`config.mk`:
```
export PLATFORM = sky130hd
export DESIGN_NAME = fetch_stage_flat
export DESIGN_NICKNAME = d
export VERILOG_FILES = /design/src/rtl/fetch_stage_pkg.sv /design/src/rtl/fetch_stage_if.sv /design/src/rtl/fetch_stage_sat_counter.sv /design/src/rtl/fetch_stage.sv /design/src/flat_wrapper.sv
export SDC_FILE = /design/constraint.sdc
export NUM_CORES = 1
export LEC_CHECK = 0
export CAP_MARGIN = 30
export CORE_UTILIZATION = 23
export CTS_CLUSTER_DIAMETER = 150
export DETAILED_ROUTE_END_ITERATION = 16
export PLACE_DENSITY_LB_ADDON = 0.1
export RECOVER_POWER = 25
export SLEW_MARGIN = 30
export SYNTH_ARGS = -nofsm -noshare
export SYNTH_HDL_FRONTEND = slang
export SYNTH_SLANG_ARGS = --single-unit
```
`constraint.sdc`:
```
create_clock -name clk -period 6.7 [get_ports clk]
set_clock_uncertainty 0.05 [all_clocks]
set_input_delay 0.67 -clock clk [delete_from_list [all_inputs] [get_ports clk]]
set_output_delay 0.67 -clock clk [all_outputs]
set_load 0.03 [all_outputs]
```
`src/rtl/fetch_stage_pkg.sv`:
```
// Shared fetch-stage types: address/instruction widths, FSM states and the IF/ID payload.
package fetch_stage_pkg;

    localparam int unsigned PHY_LEN  = 20;
    localparam int unsigned INST_LEN = 32;
    localparam logic [PHY_LEN-1:0] RESET_PC_DEFAULT = 20'h00000;

    typedef enum logic [1:0] {
        ST_BOOT = 2'd0,
        ST_RUN  = 2'd1,
        ST_HALT = 2'd2
    } fetch_state_t;

    typedef struct packed {
        logic                valid;
        logic                exc;
        logic [PHY_LEN-1:0]  pc;
        logic [INST_LEN-1:0] instr;
    } if_id_t;

    // IF/ID entry carrying an instruction-address-misaligned fault for target pc
    function automatic if_id_t fault_entry(input logic [PHY_LEN-1:0] pc);
        if_id_t e;
        e.valid = 1'b1;
        e.exc   = 1'b1;
        e.pc    = pc;
        e.instr = '0;
        return e;
    endfunction

endpackage

```
`src/rtl/fetch_stage_if.sv`:
```
// Fetch-stage bus: decode/execute control, icache lookup and IF/ID outputs.
interface fetch_stage_if #(
    parameter int unsigned CNT_W = 32
);
    import fetch_stage_pkg::*;

    logic                stall_i;
    logic                redirect_i;
    logic [PHY_LEN-1:0]  redirect_pc_i;
    logic [PHY_LEN-1:0]  ic_addr_o;
    logic                ic_enable_o;
    logic [INST_LEN-1:0] ic_instr_i;
    logic                ic_miss_i;
    logic                if_valid_o;
    logic [INST_LEN-1:0] if_instr_o;
    logic [PHY_LEN-1:0]  if_pc_o;
    logic                if_exc_o;
    logic [CNT_W-1:0]    cnt_fetch_o;
    logic [CNT_W-1:0]    cnt_miss_o;

    modport master (
        input  stall_i, redirect_i, redirect_pc_i, ic_instr_i, ic_miss_i,
        output ic_addr_o, ic_enable_o, if_valid_o, if_instr_o, if_pc_o, if_exc_o,
               cnt_fetch_o, cnt_miss_o
    );

    modport slave (
        output stall_i, redirect_i, redirect_pc_i, ic_instr_i, ic_miss_i,
        input  ic_addr_o, ic_enable_o, if_valid_o, if_instr_o, if_pc_o, if_exc_o,
               cnt_fetch_o, cnt_miss_o
    );

endinterface

```
`src/rtl/fetch_stage_sat_counter.sv`:
```
// Saturating up-counter: increments on i_inc, sticks at all-ones.
module sat_counter #(
    parameter int unsigned W = 32
) (
    input  logic         clk,
    input  logic         rst,
    input  logic         i_inc,
    output logic [W-1:0] o_count
);

    logic [W-1:0] r_count;

    always_ff @(posedge clk) begin
        if (rst) begin
            r_count <= '0;
        end else if (i_inc && (r_count != '1)) begin
            r_count <= r_count + W'(1);
        end
    end

    assign o_count = r_count;

endmodule

```
`src/rtl/fetch_stage.sv`:
```
// Instruction fetch stage: owns the PC, drives icache lookups and loads the IF/ID register.
module fetch_stage
    import fetch_stage_pkg::*;
#(
    parameter logic [PHY_LEN-1:0] RESET_PC = RESET_PC_DEFAULT,
    parameter int unsigned        CNT_W    = 32
) (
    input  logic          clk,
    input  logic          rst,
    fetch_stage_if.master bus
);

    fetch_state_t       r_state, w_state_nxt;
    logic [PHY_LEN-1:0] r_pc, w_pc_nxt;
    if_id_t             r_ifid, w_ifid_nxt;
    logic               w_hit;
    logic               w_miss_cyc;
    logic               w_redir_aligned;
    logic [CNT_W-1:0]   w_cnt_fetch;
    logic [CNT_W-1:0]   w_cnt_miss;

    assign w_redir_aligned = (bus.redirect_pc_i[1:0] == 2'b00);
    assign w_miss_cyc      = (r_state == ST_RUN) && bus.ic_miss_i;

    always_ff @(posedge clk) begin
        if (rst) begin
            r_state <= ST_BOOT;
            r_pc    <= RESET_PC;
            r_ifid  <= '0;
        end else begin
            r_state <= w_state_nxt;
            r_pc    <= w_pc_nxt;
            r_ifid  <= w_ifid_nxt;
        end
    end

    // Per-cycle priority in RUN: redirect > stall > miss > hit
    always_comb begin
        w_state_nxt = r_state;
        w_pc_nxt    = r_pc;
        w_ifid_nxt  = r_ifid;
        w_hit       = 1'b0;
        case (r_state)
            ST_BOOT: w_state_nxt = ST_RUN;
            ST_RUN: begin
                if (bus.redirect_i) begin
                    if (w_redir_aligned) begin
                        w_pc_nxt         = bus.redirect_pc_i;
                        w_ifid_nxt.valid = 1'b0;
                    end else begin
                        w_ifid_nxt  = fault_entry(bus.redirect_pc_i);
                        w_state_nxt = ST_HALT;
                    end
                end else if (!bus.stall_i) begin
                    if (bus.ic_miss_i) begin
                        w_ifid_nxt.valid = 1'b0;
                    end else begin
                        w_hit            = 1'b1;
                        w_ifid_nxt.valid = 1'b1;
                        w_ifid_nxt.exc   = 1'b0;
                        w_ifid_nxt.pc    = r_pc;
                        w_ifid_nxt.instr = bus.ic_instr_i;
                        w_pc_nxt         = r_pc + PHY_LEN'(4);
                    end
                end
            end
            ST_HALT: begin
                if (bus.redirect_i) begin
                    if (w_redir_aligned) begin
                        w_pc_nxt         = bus.redirect_pc_i;
                        w_ifid_nxt.valid = 1'b0;
                        w_state_nxt      = ST_RUN;
                    end else begin
                        w_ifid_nxt = fault_entry(bus.redirect_pc_i);
                    end
                end else if (!bus.stall_i) begin
                    w_ifid_nxt.valid = 1'b0;
                end
            end
            default: ;
        endcase
    end

    sat_counter #(.W(CNT_W)) u_cnt_fetch (
        .clk     (clk),
        .rst     (rst),
        .i_inc   (w_hit),
        .o_count (w_cnt_fetch)
    );

    sat_counter #(.W(CNT_W)) u_cnt_miss (
        .clk     (clk),
        .rst     (rst),
        .i_inc   (w_miss_cyc),
        .o_count (w_cnt_miss)
    );

    assign bus.ic_addr_o   = r_pc;
    assign bus.ic_enable_o = (r_state == ST_RUN);
    assign bus.if_valid_o  = r_ifid.valid;
    assign bus.if_exc_o    = r_ifid.exc;
    assign bus.if_pc_o     = r_ifid.pc;
    assign bus.if_instr_o  = r_ifid.instr;
    assign bus.cnt_fetch_o = w_cnt_fetch;
    assign bus.cnt_miss_o  = w_cnt_miss;

endmodule

```
`src/flat_wrapper.sv`:
```
// flat-port wrapper written by rule: the top's interface ports become plain ports
module fetch_stage_flat import fetch_stage_pkg::*;
#(
    parameter logic [PHY_LEN-1:0] RESET_PC = RESET_PC_DEFAULT,
    parameter int unsigned        CNT_W    = 32
)
  (clk, rst, bus_stall_i, bus_redirect_i, bus_redirect_pc_i, bus_ic_instr_i, bus_ic_miss_i, bus_ic_addr_o, bus_ic_enable_o, bus_if_valid_o, bus_if_instr_o, bus_if_pc_o, bus_if_exc_o, bus_cnt_fetch_o, bus_cnt_miss_o);
  fetch_stage_if #(.CNT_W(CNT_W)) bus_i ();
  input  logic clk;
  input  logic rst;
  input wire logic [$bits(bus_i.stall_i)-1:0] bus_stall_i;
  input wire logic [$bits(bus_i.redirect_i)-1:0] bus_redirect_i;
  input wire logic [$bits(bus_i.redirect_pc_i)-1:0] bus_redirect_pc_i;
  input wire logic [$bits(bus_i.ic_instr_i)-1:0] bus_ic_instr_i;
  input wire logic [$bits(bus_i.ic_miss_i)-1:0] bus_ic_miss_i;
  output wire logic [$bits(bus_i.ic_addr_o)-1:0] bus_ic_addr_o;
  output wire logic [$bits(bus_i.ic_enable_o)-1:0] bus_ic_enable_o;
  output wire logic [$bits(bus_i.if_valid_o)-1:0] bus_if_valid_o;
  output wire logic [$bits(bus_i.if_instr_o)-1:0] bus_if_instr_o;
  output wire logic [$bits(bus_i.if_pc_o)-1:0] bus_if_pc_o;
  output wire logic [$bits(bus_i.if_exc_o)-1:0] bus_if_exc_o;
  output wire logic [$bits(bus_i.cnt_fetch_o)-1:0] bus_cnt_fetch_o;
  output wire logic [$bits(bus_i.cnt_miss_o)-1:0] bus_cnt_miss_o;
  assign bus_i.stall_i = bus_stall_i;
  assign bus_i.redirect_i = bus_redirect_i;
  assign bus_i.redirect_pc_i = bus_redirect_pc_i;
  assign bus_i.ic_instr_i = bus_ic_instr_i;
  assign bus_i.ic_miss_i = bus_ic_miss_i;
  assign bus_ic_addr_o = bus_i.ic_addr_o;
  assign bus_ic_enable_o = bus_i.ic_enable_o;
  assign bus_if_valid_o = bus_i.if_valid_o;
  assign bus_if_instr_o = bus_i.if_instr_o;
  assign bus_if_pc_o = bus_i.if_pc_o;
  assign bus_if_exc_o = bus_i.if_exc_o;
  assign bus_cnt_fetch_o = bus_i.cnt_fetch_o;
  assign bus_cnt_miss_o = bus_i.cnt_miss_o;
  fetch_stage #(.RESET_PC(RESET_PC), .CNT_W(CNT_W)) u_core (.clk(clk), .rst(rst), .bus(bus_i));
endmodule
```
==> results of run 1 <==
## synthesized netlist by cell type (5+ instances only)
cell type,count,area share
xor2_1,5,0.0067
clkbuf_1,43,0.025
inv_1,18,0.010
a21oi_1,95,0.073
a211oi_1,31,0.036
nand3_1,30,0.023
or4_1,18,0.021
nand4_1,23,0.022
nor3_1,46,0.035
nor2b_1,7,0.0067
ha_1,6,0.012
o31ai_1,17,0.020
and2_1,6,0.0058
mux2i_1,6,0.0092
nor4_1,9,0.0086
and3_1,5,0.0048
o21ai_0,41,0.031
o22ai_1,25,0.024
or2_2,5,0.0048
or3_1,34,0.033
nand2_1,45,0.026
dfxtp_1,140,0.43
nor2_1,92,0.053
## critical path, cell delays in order
cell and delay, ns:
buf_4 0.57, clkbuf_1 2.71, nor2b_1 0.22, and2_1 0.33
## power breakdown
group	total, mW	switching [mW]	leakage, nW	internal, mW
registers	0.930	0.0432	1.14	0.887
logic	0.466	0.289	1.77	0.177
clock network	0.951	0.411	0.285	0.540
## final timing paths
check / end / slack (ns)
max: u_core.bus.ic_addr_o[1] / 2.36
min: u_core.bus.if_instr_o[10] / 0.44
max reg2reg: u_core.bus.if_pc_o[2] / 3.39
min reg2reg: u_core.bus.if_instr_o[10] / 0.44
## per-stage QoR
step                        util  hold WS, ns
after global routing      0.3376       0.4589
after global placement    0.3166       0.4285
after detailed placement  0.3166       0.4278
final                     0.3377       0.4392
after floorplan                -       0.4498
after CTS                 0.3376       0.4441
## state kept, by name, indices dropped and copies added, names as in the netlist
register / flops
u_core.bus.ic_addr_o: 20
u_core.r_state: 2
u_core.bus.if_instr_o: 32
u_core.bus.if_pc_o: 20
u_core.bus.if_exc_o: 1
u_core.bus.if_valid_o: 1
u_core.u_cnt_fetch.o_count: 32
u_core.u_cnt_miss.o_count: 32
## kinds of logic (layout without fill, tap and decap cells)
| logic type | Yosys count | count (layout) | synth area share |
|---|---|---|---|
| xor gates and xnor gates | 7 | 7 | 0.009393 |
| other | 0 | 1 | 0 |
| and+or+nand+nor | 334 | 334 | 0.2657 |
| adders and majority gates | 6 | 6 | 0.01150 |
| DFF | 140 | 140 | 0.4294 |
| muxes | 10 | 10 | 0.01610 |
| buffers and inverters | 71 | 253 | 0.04428 |
| AOI/OAI and AO/OA | 240 | 240 | 0.2237 |
## cell type report
class	count	area [um^2]	share of cell area
Inverter	18	67.56	0.007182
Clock buffer	19	452.9	0.04814
Antenna cell	1	2.502	0.0002660
Clock inverter	13	130.1	0.01383
Sequential cell	140	2803	0.2979
Tap cell	378	473.0	0.05027
Timing Repair Buffer	203	2006	0.2132
Multi-Input combinational cell	597	3473	0.3692
## routing by layer
layer / GRT usage / vias to the layer above
met5: 0 / -
met4: 0.04034 / 2
met3: 0.05372 / 14
met2: 0.2349 / 169
met1: 0.2013 / 3117
li1: - / 3357
==> results by group, run 1 <==
Status
  • Status: complete, but fails checks
  • Failing checks: max-capacitance violations, max-slew violations

STA
  • RSZ-0062 raised after global routing: no
  • Post-Route Setup TNS: 0 ns
  • Relative slew slack: -1.543
  • Endpoints failing setup: 0
  • Slew Viols, Final: 81
  • Worst setup margin: 2.356 ns
  • Period utilisation layout: 0.6484
  • FMAX: 230.2 MHz
  • Final min period: 4.344 ns
  • Slew @ Worst Pin: 3.815 ns
  • Hold Vio Cnt, Final: 0

Drt
  • First-pass detailed-route iteration total: 4
  • DRC: 0
  • Final ANT Viol Nets: 0
  • Wire length on met2: 10,010 um
  • Number of vias per cell: 4.864
  • M1 wire length: 10,440 um
  • Met3 wire len: 1688 um
  • Top Metal Used: met5
  • Initial drt markers: 342
  • DR vias: 6,659
  • Routed len/inst: 16.33 um
  • Final wirelength: 22,350 um

Layout
  • Share of layout cells above drive strength 1: 0.06263
  • Non-filler cells, final: 1,369
  • Most frequent cells in the layout: 140 x dfxtp_1, 127 x clkdlybuf4s50_1, 95 x a21oi_1
  • Most common cell after layout, fill and taps aside: dfxtp_1
  • Area Growth Syn to Fin: 44.12%
  • Final instance area: 0.009408 mm^2
  • Final net count: 1,040
  • Filler cells: 2,934

Synth
  • Post-synthesis sequential area ratio: 0.4294
  • Async S/R FF share, synth: 0
  • Cells after Synth: 808
  • Warnings from Yosys: 0
  • EDFF count, synth: 0
  • Synth Cell Area: 0.006528 mm^2
  • Net Count, Synth: 871
  • Post-synth cell types: 57
  • Yosys reg bits: 140
  • Syn Area/Cell: 8.079 um^2
  • Synth Flop Type: dfxtp_1

Power
  • PnR Total Power: 2.347 mW
  • Pwr/cell area: 249.5 mW/mm^2
  • VDD IR max: 0.0001539 V
  • Static Leak: 3.194 nW

Clock tree
  • Setup Buffers After CTS: 0
  • CTS Hold Buffers Added: 0
  • Longest Clk Path Bufs: 2
  • Clock Sink Count: 140
  • Root Driver: clkbuf_16
  • Clock-pin slew on the worst setup and hold paths: 0.06 ns
  • Depth of the CTS H-tree: 4
  • CTS buffer count: 17
  • TritonCTS clock tree: yes
  • Worst-skew pair later-pin latency: 0.42 ns
  • Post-cts sizing count: 0

Critical path
  • Critical R2R Launch: u_core.r_state[1]
  • Crit path capture type: flop
  • Kind of critical path: in2reg
  • R2R depth: 8
  • Req. time, crit path: 6.95 ns
  • Worst Path Arrival: 4.60 ns
  • Critical path launch point: rst
  • Startpoint types: input port
  • Max Fanout on Critical Path: 80

Placement
  • HPWL Detailed: 15,020 um
  • Gpl congestion: 0.7287
  • Placed cells: 1,336
  • IO Port Bufs: 195
  • Placed Instance Area: 0.008821 mm^2
  • Worst slack at placement: 2.738 ns

Floorplanning
  • Row cnt: 61
  • Die Ht: 170.5 um
  • Placeable Area: 0.02786 mm^2
  • Boundary Pins: 196
  • Initial Utilization: 0.2343
  • Die area: 0.02906 mm^2
  • Chip width: 170.5 um

Global route
  • Vias in the first global route: 6,182
  • First-pass GRT wire length: 35,020 um
  • Initial antenna violation count: 2
  • Global route overflow: 0
  • All-Layer GR Usage: 0.1528
  • Largest net degree at the start of global routing: 81

Flow run
  • Max cap viols: 1

Hold path
  • Hold path depth: 2
  • Hold Crit Start: u_core.bus.if_instr_o[10]
  • Hold crit path type: reg2reg
(Power assumes the default switching activity.)
==> run 2, diff against run 1 <==
Clock period 6.7 ns to 3.6 ns, I/O delays scaled along.
==> results by group, run 2 (synthesis gave the netlist of run 1 again) <==
STA
  • Period utilisation layout: 0.7325
  • Hold Vio Cnt, Final: 0
  • Final min period: 2.637 ns
  • Endpoints failing setup: 0
  • FMAX: 379.2 MHz
  • Slew @ Worst Pin: 0.8899 ns
  • Slew Viols, Final: 0
  • RSZ-0062 raised after global routing: no
  • Relative slew slack: 0.4067
  • Post-Route Setup TNS: 0 ns

Clock tree
  • Setup Buffers After CTS: 0
  • Depth of the CTS H-tree: 4
  • TritonCTS clock tree: yes
  • Post-cts sizing count: 0
  • Longest Clk Path Bufs: 2
  • Root Driver: clkbuf_16
  • CTS buffer count: 17
  • Clock Sink Count: 140
  • Worst-skew pair later-pin latency: 0.42 ns
  • CTS Hold Buffers Added: 0
  • Clock-pin slew on the worst setup and hold paths: 0.07 ns

Critical path
  • Startpoint types: flop
  • Max Fanout on Critical Path: 15
  • Worst path buffer plus inverter count: 0
  • Family with the most delay on the worst path: simple AND/OR/NAND/NOR gates
  • Slowest stage delay, CP: 0.43 ns
  • Cell Chain, Critical Path: ha_1 > nor4b_4 > and2_1 > nand3_1 > nor4b_1 > mux2_2
  • Worst Path Arrival: 2.90 ns
  • Crit path capture type: flop
  • Kind of critical path: reg2reg
  • CP max stage cell: ha_1
  • Req. time, crit path: 3.86 ns

Status
  • Status: complete, no violations

Floorplanning
  • Chip width: 170.5 um
  • Row cnt: 61
  • Initial Utilization: 0.2343
  • Boundary Pins: 196
  • Die Ht: 170.5 um
  • Die area: 0.02906 mm^2
  • Placeable Area: 0.02786 mm^2

Placement
  • IO Port Bufs: 195
  • Placed cells: 1,351
  • HPWL Detailed: 15,620 um
  • Placed Instance Area: 0.008934 mm^2
  • Gpl congestion: 0.7326

Global route
  • Initial antenna violation count: 2
  • Largest net degree at the start of global routing: 75
  • First-pass GRT wire length: 36,430 um
  • Vias in the first global route: 6,553
  • All-Layer GR Usage: 0.1597
  • Global route overflow: 0

Layout
  • Final net count: 1,056
  • Most common cell after layout, fill and taps aside: dfxtp_1
  • Share of layout cells above drive strength 1: 0.07753
  • Most frequent cells in the layout: 140 x dfxtp_1, 127 x clkdlybuf4s50_1, 95 x a21oi_1
  • Area Growth Syn to Fin: 46.50%
  • Non-filler cells, final: 1,385
  • Final instance area: 0.009563 mm^2

Drt
  • Final wirelength: 22,750 um
  • First-pass detailed-route iteration total: 5
  • DR vias: 6,752
  • Routed len/inst: 16.42 um
  • Final ANT Viol Nets: 0
  • Initial drt markers: 321
  • DRC: 0
  • Number of vias per cell: 4.875

Flow run
  • Max cap viols: 0

Power
  • Static Leak: 3.281 nW
  • VDD IR max: 0.0002457 V
  • Pwr/cell area: 472.8 mW/mm^2

Hold path
  • Hold crit path type: reg2reg
-- run 2: cell types whose count changed in the layout (fill, tap and decap cells not counted), moves of 2 or more --
cell | previous run | this run
clkinvlp_4 | 1 | 3
buf_4 | 8 | 24
clkinv_4 | 5 | 3
bufinv_16 | 1 | 3
-- run 2: metrics by stage --
step / setup slack (ns) / hold slack (ns) / util / power [mW]
finish: 0.9631 / 0.4226 / 0.3433 / 4.522
global route: 0.6257 / 0.4557 / 0.3433 / 4.757
CTS: 0.8371 / 0.4404 / 0.3430 / 4.638
detailed placement: 0.6772 / 0.4221 / 0.3207 / 2.692
global placement: 0.7427 / 0.4154 / 0.3207 / 2.695
floorplan: 1.047 / 0.4498 / - / 2.278
-- run 2: area by class of cell --
class	count	area (um^2)
antenna	1	2.502
clock buffer	18	439.2
clock inverter	14	182.7
fill	2916	18300
inverter	18	67.56
multi-input combinational	597	3468
sequential	140	2803
tap	378	473.0
timing repair buffer	219	2127
-- run 2: worst register-to-register path, cell delays in order (launching register included) --
cell,delay [ns]
dfxtp_1,0.39
ha_1,0.43
nor4b_4,0.30
and2_1,0.20
nand3_1,0.37
nor4b_1,0.43
mux2_2,0.37
-- run 2: path summary, 6_finish.rpt --
kind	startpoint	end	slack (ns)	cells after the start
setup / recovery	u_core.r_state[0]	u_core.u_cnt_fetch.o_count[17]	0.96	6
hold / removal	u_core.bus.if_pc_o[0]	u_core.bus.if_pc_o[0]	0.42	2
setup reg to reg	u_core.r_state[0]	u_core.u_cnt_fetch.o_count[17]	0.96	6
hold reg to reg	u_core.bus.if_pc_o[0]	u_core.bus.if_pc_o[0]	0.42	2
-- run 2: layer usage --
metal	vias to the layer above	wire length, um	track usage
li1	3386	-	-
met1	3185	10790	0.2081
met2	161	10060	0.2480
met3	18	1654	0.05419
met4	2	239	0.04583
met5	-	11	0
-- run 2: power breakdown --
part	internal [mW]	leakage (nW)	total (mW)	switching, mW
clock network	1.12	0.295	1.91	0.780
logic	0.346	1.85	0.889	0.544
registers	1.65	1.14	1.73	0.0776
total	3.12	3.28	4.52	1.40
